$ cat src/rtl/i2s_audio_tx.sv
// i2s_audio_tx: latches the 9-bit excess-256 stereo mix once per frame and shifts it out as Philips I2S.
// Define I2S_AVERAGE_EN to replace point sampling with a frame-length boxcar average of each channel.
module i2s_audio_tx #(
  parameter int BCLK_HALF = 4
) (
  input  logic       clk,
  input  logic       reset,
  input  logic [8:0] left,
  input  logic [8:0] right,
  input  logic       mute,
  output logic       i2s_bclk,
  output logic       i2s_lrclk,
  output logic       i2s_sdata,
  output logic       sample_strobe
);

  localparam int DATA_W = 9;
  localparam int WORD_W = 16;
  localparam int DIV_W  = (BCLK_HALF > 1) ? $clog2(BCLK_HALF) : 1;
  localparam logic [DIV_W-1:0] DIV_LAST = DIV_W'(BCLK_HALF - 1);

  logic [DIV_W-1:0]         div_cnt;
  logic [5:0]               slot;
  logic [5:0]               slot_next;
  logic                     bclk_fall;
  logic                     latch;
  logic [DATA_W-1:0]        left_src;
  logic [DATA_W-1:0]        right_src;
  logic signed [WORD_W-1:0] left_word_p1;
  logic signed [WORD_W-1:0] right_word_p1;

  function automatic logic signed [WORD_W-1:0] to_pcm(input logic [DATA_W-1:0] x);
    return {~x[8], x[7:0], 7'b0};
  endfunction

  // Slot 1..16 carries the left word MSB-first, 33..48 the right word; 15-off == ~off for 4 bits.
  function automatic logic frame_bit(input logic [5:0] s,
                                     input logic [WORD_W-1:0] lw,
                                     input logic [WORD_W-1:0] rw);
    logic [5:0] off_l;
    logic [5:0] off_r;
    off_l = s - 6'd1;
    off_r = s - 6'd33;
    if (s >= 6'd1 && s <= 6'd16) return lw[~off_l[3:0]];
    if (s >= 6'd33 && s <= 6'd48) return rw[~off_r[3:0]];
    return 1'b0;
  endfunction

  assign bclk_fall = (div_cnt == DIV_LAST) && i2s_bclk;
  assign slot_next = slot + 6'd1;
  assign latch     = bclk_fall && (slot == 6'd63);

`ifdef I2S_AVERAGE_EN
  localparam int LOG_H = $clog2(BCLK_HALF);
  localparam int ACC_W = WORD_W + LOG_H;

  logic [ACC_W-1:0] acc_l_p0;
  logic [ACC_W-1:0] acc_r_p0;

  // Stage p0: frame-long sums; the latch-cycle sample starts the next window.
  always_ff @(posedge clk) begin
    if (reset) begin
      acc_l_p0 <= '0;
      acc_r_p0 <= '0;
    end else if (latch) begin
      acc_l_p0 <= ACC_W'(left);
      acc_r_p0 <= ACC_W'(right);
    end else begin
      acc_l_p0 <= acc_l_p0 + ACC_W'(left);
      acc_r_p0 <= acc_r_p0 + ACC_W'(right);
    end
  end

  assign left_src  = acc_l_p0[7+LOG_H +: DATA_W];
  assign right_src = acc_r_p0[7+LOG_H +: DATA_W];
`else
  assign left_src  = left;
  assign right_src = right;
`endif

  // Stage p1: bit clock, slot counter, holding words and serial outputs.
  always_ff @(posedge clk) begin
    if (reset) begin
      div_cnt       <= '0;
      slot          <= '0;
      i2s_bclk      <= 1'b0;
      i2s_lrclk     <= 1'b0;
      i2s_sdata     <= 1'b0;
      sample_strobe <= 1'b0;
      left_word_p1  <= '0;
      right_word_p1 <= '0;
    end else begin
      if (div_cnt == DIV_LAST) begin
        div_cnt  <= '0;
        i2s_bclk <= ~i2s_bclk;
      end else begin
        div_cnt <= div_cnt + DIV_W'(1);
      end

      sample_strobe <= latch;

      if (bclk_fall) begin
        slot      <= slot_next;
        i2s_lrclk <= slot_next[5];
        i2s_sdata <= frame_bit(slot_next, left_word_p1, right_word_p1);
      end

      if (latch) begin
        left_word_p1  <= mute ? '0 : to_pcm(left_src);
        right_word_p1 <= mute ? '0 : to_pcm(right_src);
      end
    end
  end

endmodule

$ cat config.mk
export PLATFORM = sky130hd
export DESIGN_NAME = i2s_audio_tx
export DESIGN_NICKNAME = d
export VERILOG_FILES = /design/src/rtl/i2s_audio_tx.sv
export SDC_FILE = /design/constraint.sdc
export NUM_CORES = 1
export LEC_CHECK = 0
export BUFFER_PORTS_ARGS = -buffer_cell sky130_fd_sc_hd__buf_2
export CAP_MARGIN = 40
export CORE_UTILIZATION = 35
export CTS_CLUSTER_DIAMETER = 40
export DETAILED_ROUTE_END_ITERATION = 8
export PLACE_DENSITY = 0.61
export SLEW_MARGIN = 20
export SYNTH_ARGS = -nofsm -noshare
export SYNTH_HDL_FRONTEND = slang
export SYNTH_SLANG_ARGS = --single-unit
$ cat constraint.sdc
create_clock -name clk -period 3.8 [get_ports clk]
set_input_delay 0.38 -clock clk [delete_from_list [all_inputs] [get_ports clk]]
set_output_delay 0.38 -clock clk [all_outputs]
set_load 0.01 [all_outputs]
==> summary.txt, run 1 <==
Status
  – Status: complete, no violations

Setup path
  – Sort of element at the end of the critical path: flop
  – Critical Path RT: a little under 4 ns
  – Max FO, Critical Path: 16
  – Worst endpoint data arrival time: around 2.7 ns
  – Cell-by-cell listing of the critical path: inv_1 > ha_1 > mux4_2 > mux2_2 > nand3_1 > nor3b_2 > o31ai_2
  – Crit path launch type: flop
  – Type of the worst setup path: flop to flop
  – Cell with the biggest individual delay on the critical path: dfxtp_1
  – Highest cell delay on the worst timing path: 0.67 ns

Detailed routing
  – Wire length per cell after detailed routing: 13.3 µm
  – First DRT Iteration DRCs: 26
  – Via density: roughly 5.3
  – Detailed Route WL: around 2.8 mm
  – Number of detailed-routing iterations run before antenna repair: 4
  – Number of design rule violations left after detail routing: 0
  – Remaining antenna violation count after routing: 0
  – Vias: about 1,100

STA
  – Slew Limit Headroom: 57.1%
  – Tightest Pin Transition: 0.641 ns
  – Largest clock skew in the final design: 0.00850 ns
  – Period minus WS final: approximately 2.5 ns
  – Min setup slack post-route: ~1.3 ns
  – Maximum clock frequency: between 300 and 400 MHz
  – Final count of hold timing violations: 0
  – RSZ-0062 raised after global routing: false
  – Setup-violating endpoint count in the final report: 0
  – Final worst path period share: 66.7%
  – Final slew viol count: 0
  – Final TNS setup: 0 ns

Clocking
  – Maximum count of clock buffers along a single path: 2
  – Number of buffers added for setup after CTS: 0
  – Clock-pin slew reported for the worst setup and hold paths after clock tree synthesis: roughly 0.06 ns
  – TritonCTS sink count: 29
  – Clock tree from TritonCTS: yes
  – Total clock buffers created by CTS: 5
  – Worst-Skew Late Latency: 0.28 ns
  – Root buffer cell: clkbuf_8
  – Number of H-tree levels: 2
  – Hold-fix buffers at CTS: 0
  – Post-CTS Resized: 0

Yosys
  – Share of Yosys cell area claimed by the top area cell type: 40.8%
  – Gate count after technology mapping: ~140
  – Flip-flop cell with the highest count after synthesis: dfxtp_1
  – Syn_area_per_cell: about 10 µm²
  – Yosys warnings: 0
  – Count of unique library cells instantiated by Yosys: 42
  – Post-synth EDFFs: 0
  – Share of synthesized registers carrying an async set or reset: 0%
  – Dominant cell type by area after synthesis: dfxtp_1
  – Seq cells post-synth: 29
  – Post-synthesis net count: 161
  – Cell area after synthesis: between 0.001 and 0.0015 mm²
  – Largest cells by area after synthesis: dfxtp_1 41%, a22o_1 11%, mux4_1 5.5%, ha_1 3.5%, buf_6 3.2%
  – Share of synthesized area occupied by flip-flops and latches: between 40 and 50%

Power
  – Combinational Power Share: about 4.6%
  – Static power due to leakage: 0.000646 µW
  – Internal Dissipation: 465 µW
  – Clock power frac: a little over two fifths
  – VDD IR max: ~230 µV
  – Switch share: roughly a fifth
  – Part of the power in registers: 53.1%
  – Sw Pwr: 119 µW
  – Power Density: 360 mW/mm²

GRT
  – Number of global-route vias before repair: roughly 1,100
  – Largest net degree at the start of global routing: 19
  – GRT Util Overall: ~15%
  – Global-route wire length before repair: approximately 4.7 mm
  – Antenna violations before repair: 0
  – Remaining global-route overflow: 0

Floorplan
  – Std-Cell Rows: 22
  – Chip Height: 65.8 µm
  – DIE AREA: roughly 0.0043 mm²
  – Die span in x: 65.8 µm
  – Core area: 0.00377 mm²
  – Boundary Pins: 25
  – Initial Utilization: ~38%

Layout
  – Syn-to-layout area delta: 14.1%
  – Area of all placed cells without fillers: 0.00162 mm²
  – Most used cells in the layout excluding fill and tap cells: 29 x dfxtp_1, 24 x buf_2, 18 x a22o_1
  – Final net count: 184
  – Most frequent standard cell in the layout excluding fill and tap cells: dfxtp_1
  – Share of final-layout standard cells stronger than drive strength 1: between 20% and 30%
  – Post-layout util: between 40% and 50%
  – Number of antenna repair diodes: 0

Place
  – Last weighted congestion value of the routability-driven placer: 0.826
  – Area after detailed placement: approximately 0.0015 mm²
  – Dpl hpwl: 2.06 mm
  – I/O Buffers: 24
  – Placement Setup Slack: between 1 and 1.5 ns

Flow run
  – Number of max-capacitance violations reported: 0

Min path
  – Worst min-delay path class: input port to flop
-- cell type report --
cell class              instances  area, µm²
clock buffers                   7       86.3
repair buffers                 25        128
multi-input cells              94        754
fillers                       359       2150
flip-flops and latches         29        581
well taps                      48       60.1
inverters                       4       15.0
-- Yosys cell counts (2+ instances only) --
cell type,count
nor2b_1,3
buf_2,2
inv_1,4
nor2_1,9
xor2_1,3
nand4_1,2
nor3_1,2
buf_4,2
xnor2_1,3
nand3b_1,3
nand3_1,5
a21oi_1,5
o21ai_0,2
a22o_1,18
nand4bb_1,2
dfxtp_1,29
nand2b_1,2
buf_6,4
mux4_1,3
ha_1,4
nand2_1,8
-- per-layer routing --
layer,wire [µm],part of all wire [%],vias to the layer above,GRT usage [%]
li1,-,-,549,-
met5,0,0,-,0
met4,85,3.1,0,8.97
met1,1260,46,515,17.7
met2,1310,47,20,23.6
met3,103,3.7,9,4.66
-- power by group through the flow --
stage	clock (µW)	combinational [µW]	sequential, µW
after floorplan	0	13.6	317
after global placement	0	24.8	317
after detailed placement	0	27.1	317
after CTS	259	27.1	310
after global routing	273	30.1	311
final	247	26.7	310
-- sequential cells by signal (all words and copies together) (netlist names) --
name / flops
div_cnt: 2
i2s_bclk: 1
i2s_lrclk: 1
i2s_sdata: 1
left_word_p1: 9
right_word_p1: 9
sample_strobe: 1
slot: 5
-- critical path, delay by kind of cell (launching register included) --
kind                       cells  cell delay (ns)
AOI/OAI and AO/OA              1             0.08
adders and majority gates      1             0.51
buffers and inverters          1             0.10
muxes                          2             0.81
and+or+nand+nor                2             0.25
DFF                            1             0.67
-- per-stage QoR --
stage          std cells  hold slack, ns  power, µW
5_1_grt              207           0.303        613
3_5_place_dp         200           0.417        344
4_1_cts              207           0.298        596
6_report             207           0.312        584
3_3_place_gp         199           0.407        342
2_1_floorplan        136           0.398        330
-- cell families after synthesis --
family / count (synthesis) / synth area share (%)
adder cells (fa/ha/maj): 4 / 3.52
AO/OA/AOI/OAI: 32 / 17.8
multiplexers: 6 / 8.61
flip-flops: 29 / 40.8
XOR/XNOR: 6 / 3.69
buffers and inverters: 13 / 6.24
AND/OR/NAND/NOR: 46 / 19.4
-- path summary, 6_finish.rpt --
path / startpoint / to / slack, ns / cells after the start
max: slot[0]$_SDFFE_PP0P_ / i2s_sdata$_SDFFE_PP0P_ / 1.27 / 7
min: left[4] / left_word_p1[11]$_SDFFE_PP0P_ / 0.31 / 2
max reg2reg: slot[0]$_SDFFE_PP0P_ / i2s_sdata$_SDFFE_PP0P_ / 1.27 / 7
min reg2reg: div_cnt[0]$_SDFF_PP0_ / div_cnt[0]$_SDFF_PP0_ / 0.42 / 1
Power figures use the tool's default switching activity.
==> run 2: changes to the inputs <==
==> constraint.sdc (replaced) <==
create_clock -name clk -period 2.6 [get_ports clk]
set_input_delay 0.26 -clock clk [delete_from_list [all_inputs] [get_ports clk]]
set_output_delay 0.26 -clock clk [all_outputs]
set_load 0.01 [all_outputs]
==> summary.txt, run 2 (synthesized netlist as in run 1, its figures left out) <==
Power
  – Static power due to leakage: 0.000658 µW
  – VDD IR max: about 360 µV
  – Power Density: between 500 and 600 mW/mm²

Layout
  – Share of final-layout standard cells stronger than drive strength 1: 26.5%
  – Filler Cells Inserted: about 380
  – Final net count: approximately 190
  – Register cell area after layout: between 500 and 600 µm²
  – Most used cells in the layout excluding fill and tap cells: 29 x dfxtp_1, 24 x buf_2, 18 x a22o_1
  – Area of the multi-input gates: about 750 µm²
  – Number of antenna repair diodes: 0
  – Post-layout util: a little over two fifths
  – Area of all placed cells without fillers: 0.00164 mm²
  – Largest registers: left_word_p1: 9 flops, right_word_p1: 9 flops, slot: 5 flops
  – Most frequent standard cell in the layout excluding fill and tap cells: dfxtp_1
  – Syn-to-layout area delta: 14.9%

Floorplan
  – Initial Utilization: between 30 and 40%
  – Core area: 0.00377 mm²
  – Chip Height: about 66 µm
  – DIE AREA: between 0.004 and 0.005 mm²
  – Die span in x: 65.8 µm
  – Std-Cell Rows: 22
  – Boundary Pins: 25

Detailed routing
  – Number of detailed-routing iterations run before antenna repair: 4
  – Detailed Route WL: between 2 and 3 mm
  – Number of design rule violations left after detail routing: 0
  – Wire length per cell after detailed routing: 13.8 µm
  – Remaining antenna violation count after routing: 0
  – Via density: 5.34
  – First DRT Iteration DRCs: 33
  – Vias: 1,122

Status
  – Status: complete, no violations

Clocking
  – Number of H-tree levels: 2
  – Total clock buffers created by CTS: 5
  – Maximum count of clock buffers along a single path: 2
  – Root buffer cell: clkbuf_8
  – Clock tree from TritonCTS: yes
  – Post-CTS Resized: 0
  – TritonCTS sink count: 29
  – Hold-fix buffers at CTS: 0
  – Number of buffers added for setup after CTS: 0
  – Clock-pin slew reported for the worst setup and hold paths after clock tree synthesis: about 0.070 ns
  – Worst-Skew Late Latency: between 0.2 and 0.3 ns

STA
  – RSZ-0062 raised after global routing: false
  – Setup-violating endpoint count in the final report: 0
  – Period minus WS final: ~2.2 ns
  – Tightest Pin Transition: just under 0.7 ns
  – Final count of hold timing violations: 0
  – Final TNS setup: 0 ns
  – Largest clock skew in the final design: just under 0.01 ns
  – Final worst path period share: 83.9%
  – Final slew viol count: 0
  – Slew Limit Headroom: about 54%
  – Maximum clock frequency: about 460 MHz

Place
  – Dpl hpwl: roughly 2.1 mm
  – I/O Buffers: 24
  – Area after detailed placement: around 0.0016 mm²
  – Last weighted congestion value of the routability-driven placer: between 0.8 and 0.9

GRT
  – Number of global-route vias before repair: 1,082
  – Global-route wire length before repair: ~4.9 mm
  – Remaining global-route overflow: 0
  – Largest net degree at the start of global routing: 19
  – GRT Util Overall: 15.3%
  – Antenna violations before repair: 0

Setup path
  – Critical Path RT: 2.82 ns
  – Max FO, Critical Path: 15
  – Sort of element at the end of the critical path: flop
  – Worst R2R Setup Slack: between 0.4 and 0.5 ns
  – Worst endpoint data arrival time: around 2.4 ns
  – Type of the worst setup path: flop to flop
  – Crit path launch type: flop
  – Reg2reg path depth: 8

Min path
  – Worst min-delay path class: input port to flop
  – Number of instances on the worst hold path: 2

Flow run
  – Number of max-capacitance violations reported: 0
## run 2: cell count changes in the layout (fill, tap and decap cells not counted)
cell,previous run,this run
buf_4,1,3
clkbuf_8,6,5
clkinv_2,0,2
## run 2: routing by layer
| layer | track usage [%] | part of all wire (%) |
|---|---|---|
| met5 | 0 | 0 |
| met4 | 5.71 | 2.0 |
| met3 | 5.17 | 3.9 |
| met2 | 24.6 | 48 |
| met1 | 18.8 | 46 |
## run 2: cell type report
cell class | count | area share [%]
tap | 48 | 3.67
sequential | 29 | 35.5
inverter | 4 | 0.918
clock inverter | 2 | 0.612
timing repair buffer | 27 | 8.72
clock buffer | 6 | 4.44
multi-input combinational | 94 | 46.1
## run 2: path summary, 6_finish.rpt
kind                              endpoint             startpoint
max          left_word_p1[15]$_SDFFE_PP0P_   slot[0]$_SDFFE_PP0P_
min           left_word_p1[9]$_SDFFE_PP0P_                left[2]
max reg2reg  left_word_p1[15]$_SDFFE_PP0P_   slot[0]$_SDFFE_PP0P_
min reg2reg          div_cnt[0]$_SDFF_PP0_  div_cnt[0]$_SDFF_PP0_
## run 2: power by group
group / internal (µW) / switching (µW)
registers: 450 / 3.02
logic: 20.1 / 20.0
clock network: 185 / 163
## run 2: critical path, stage by stage, from the launching register on
cell and delay (ns):
dfxtp_1 0.30, buf_4 0.19, ha_1 0.29, nand2_1 0.15, nor2_2 0.06, nand4_2 0.12, nor2b_1 0.59, buf_4 0.28
a22o_1 0.14
## run 2: per-stage QoR
step	hold WS, ns	total power [µW]	std cells	setup slack, ns
5_1_grt	0.192	879	210	0.168
4_1_cts	0.188	846	210	0.387
6_report	0.189	841	210	0.418
3_5_place_dp	0.417	503	202	0.409
2_1_floorplan	0.393	483	136	0.411
3_3_place_gp	0.406	501	201	0.324
==> run 3: changes to the inputs <==
==> constraint.sdc (replaced) <==
create_clock -name clk -period 2.18 [get_ports clk]
set_input_delay 0.218 -clock clk [delete_from_list [all_inputs] [get_ports clk]]
set_output_delay 0.218 -clock clk [all_outputs]
set_load 0.01 [all_outputs]
==> summary.txt, run 3 (synthesized netlist as in run 1, its figures left out) <==
Status
  – Status: complete, no violations

Power
  – Total power consumption of the routed design: 1070 µW
  – Power Density: 624 mW/mm²
  – Static power due to leakage: approximately 0.00070 µW
  – VDD IR max: around 360 µV

Floorplan
  – Boundary Pins: 25
  – Std-Cell Rows: 22
  – Chip Height: around 66 µm
  – Die span in x: about 66 µm
  – DIE AREA: roughly 0.0043 mm²
  – Initial Utilization: ~38%
  – Core area: roughly 0.0038 mm²

Clocking
  – Root buffer cell: clkbuf_8
  – Number of H-tree levels: 2
  – Number of buffers added for setup after CTS: 0
  – Post-CTS Resized: 0
  – Total clock buffers created by CTS: 5
  – Clock tree from TritonCTS: yes
  – Maximum count of clock buffers along a single path: 2
  – TritonCTS sink count: 29
  – Hold-fix buffers at CTS: 0
  – Clock-pin slew reported for the worst setup and hold paths after clock tree synthesis: 0.06 ns
  – Worst-Skew Late Latency: roughly 0.28 ns

Layout
  – Final net count: around 190
  – Filler Cells Inserted: between 300 and 400
  – Most frequent standard cell in the layout excluding fill and tap cells: dfxtp_1
  – Number of antenna repair diodes: 0
  – Largest registers: left_word_p1: 9 flops, right_word_p1: 9 flops, slot: 5 flops
  – Share of final-layout standard cells stronger than drive strength 1: between 30% and 40%
  – Area of all placed cells without fillers: 0.00171 mm²
  – Most used cells in the layout excluding fill and tap cells: 28 x dfxtp_1, 24 x buf_2, 18 x a22o_1
  – Syn-to-layout area delta: 19.9%

STA
  – Final slew viol count: 0
  – Period minus WS final: 2.05 ns
  – Slew Limit Headroom: approximately two thirds
  – RSZ-0062 raised after global routing: false
  – Setup-violating endpoint count in the final report: 0
  – Final TNS setup: 0 ns
  – Minimum hold slack: 0.153 ns
  – Maximum clock frequency: between 400 and 500 MHz
  – Tightest Pin Transition: between 0.4 and 0.5 ns
  – Final worst path period share: between 90% and 100%
  – Final count of hold timing violations: 0
  – Largest clock skew in the final design: ~0.0021 ns

GRT
  – Antenna violations before repair: 0
  – Global-route wire length before repair: ~5.4 mm
  – Largest net degree at the start of global routing: 19
  – GRT Util Overall: 16.9%
  – Number of global-route vias before repair: around 1,200
  – Remaining global-route overflow: 0

Min path
  – Worst min-delay path class: input port to flop
  – Critical hold path startpoint: right[6]
  – Number of instances on the worst hold path: 2
  – Worst Hold Path EP: right_word_p1[13]$_SDFFE_PP0P_

Detailed routing
  – Number of design rule violations left after detail routing: 0
  – Detailed Route WL: between 3 and 4 mm
  – Remaining antenna violation count after routing: 0
  – Number of detailed-routing iterations run before antenna repair: 4
  – Via density: approximately 5.5
  – First DRT Iteration DRCs: 26
  – Wire length per cell after detailed routing: roughly 15 µm
  – Vias: 1,186

Setup path
  – Cell with the biggest individual delay on the critical path: mux4_2
  – Highest cell delay on the worst timing path: about 0.5 ns
  – Worst R2R Setup Slack: roughly 0.13 ns
  – Max FO, Critical Path: 4
  – Worst endpoint data arrival time: between 2 and 2.5 ns
  – Crit path launch type: flop
  – Reg-to-Reg End: i2s_sdata$_SDFFE_PP0P_
  – Cell-by-cell listing of the critical path: inv_1 > ha_1 > mux4_2 > mux2_2 > nand3_1 > nor3b_2 > o31ai_2
  – Sort of element at the end of the critical path: flop
  – Source of the worst register-to-register timing path: slot[1]$_SDFFE_PP0P_
  – Reg2reg path depth: 7
  – Type of the worst setup path: flop to flop
  – Critical Path RT: 2.33 ns

Place
  – Last weighted congestion value of the routability-driven placer: roughly 0.81
  – Area after detailed placement: between 0.0015 and 0.002 mm²
  – I/O Buffers: 24
  – Dpl hpwl: 2.23 mm

Flow run
  – Number of max-capacitance violations reported: 0
[run 3: changes by cell type in the layout (fill, tap and decap cells not counted)]
cell	change
buf_4	+7
clkbuf_1	-1
clkbuf_8	+2
clkinv_2	-1
dfxtp_1	-1
dfxtp_2	+1
[run 3: critical path: cells and delay by family, from the launching register on]
kind	cells	cell delay [ns]
multiplexers	2	0.78
flip-flops	1	0.39
adder cells (fa/ha/maj)	1	0.38
AND/OR/NAND/NOR	2	0.24
AO/OA/AOI/OAI	1	0.08
buffers and inverters	1	0.06
[run 3: worst max path at each step]
stage / slack (ns) / start / endpoint / depth (start not counted)
2_1_floorplan: 0.05 / slot[1]$_SDFFE_PP0P_ / i2s_sdata$_SDFFE_PP0P_ / 9
3_3_place_gp: 0.15 / div_cnt[0]$_SDFF_PP0_ / left_word_p1[12]$_SDFFE_PP0P_ / 6
3_5_place_dp: 0.15 / slot[1]$_SDFFE_PP0P_ / i2s_sdata$_SDFFE_PP0P_ / 7
4_1_cts: 0.14 / slot[1]$_SDFFE_PP0P_ / i2s_sdata$_SDFFE_PP0P_ / 7
5_1_grt: 0.007 / slot[1]$_SDFFE_PP0P_ / i2s_sdata$_SDFFE_PP0P_ / 8
6_report: 0.13 / slot[1]$_SDFFE_PP0P_ / i2s_sdata$_SDFFE_PP0P_ / 7
[run 3: stage by stage]
step | setup slack, ns | utilization (%) | instances
2_1_floorplan | 0.0477 | - | 136
3_3_place_gp | 0.154 | 42.4 | 208
3_5_place_dp | 0.146 | 42.6 | 209
4_1_cts | 0.136 | 45.3 | 217
5_1_grt | 0.00707 | 45.3 | 217
6_report | 0.130 | 45.3 | 217
[run 3: report_power, final]
group | switching, µW | internal, µW | leakage, µW
clock network | 192 | 285 | 0.0000542
logic | 24.1 | 24.2 | 0.000415
registers | 4.12 | 537 | 0.000235
total | 220 | 845 | 0.000703
[run 3: area by class of cell]
cell class              instances  area, µm²  area share (%)
clock buffers                   7       96.3            5.64
well taps                      48       60.1            3.52
repair buffers                 34        195            11.4
multi-input cells              94        754            44.2
flip-flops and latches         29        582            34.1
clock inverters                 1       5.00           0.293
inverters                       4       15.0           0.879
[run 3: per-layer routing]
metal	global-route usage (%)	part of all wire, %	wire length [µm]	up-vias
met5	0	0	0	-
met4	10.3	2.0	63	0
met3	5.86	4.1	129	8
met2	28.2	50	1580	32
met1	18.2	44	1390	574
li1	-	-	-	572
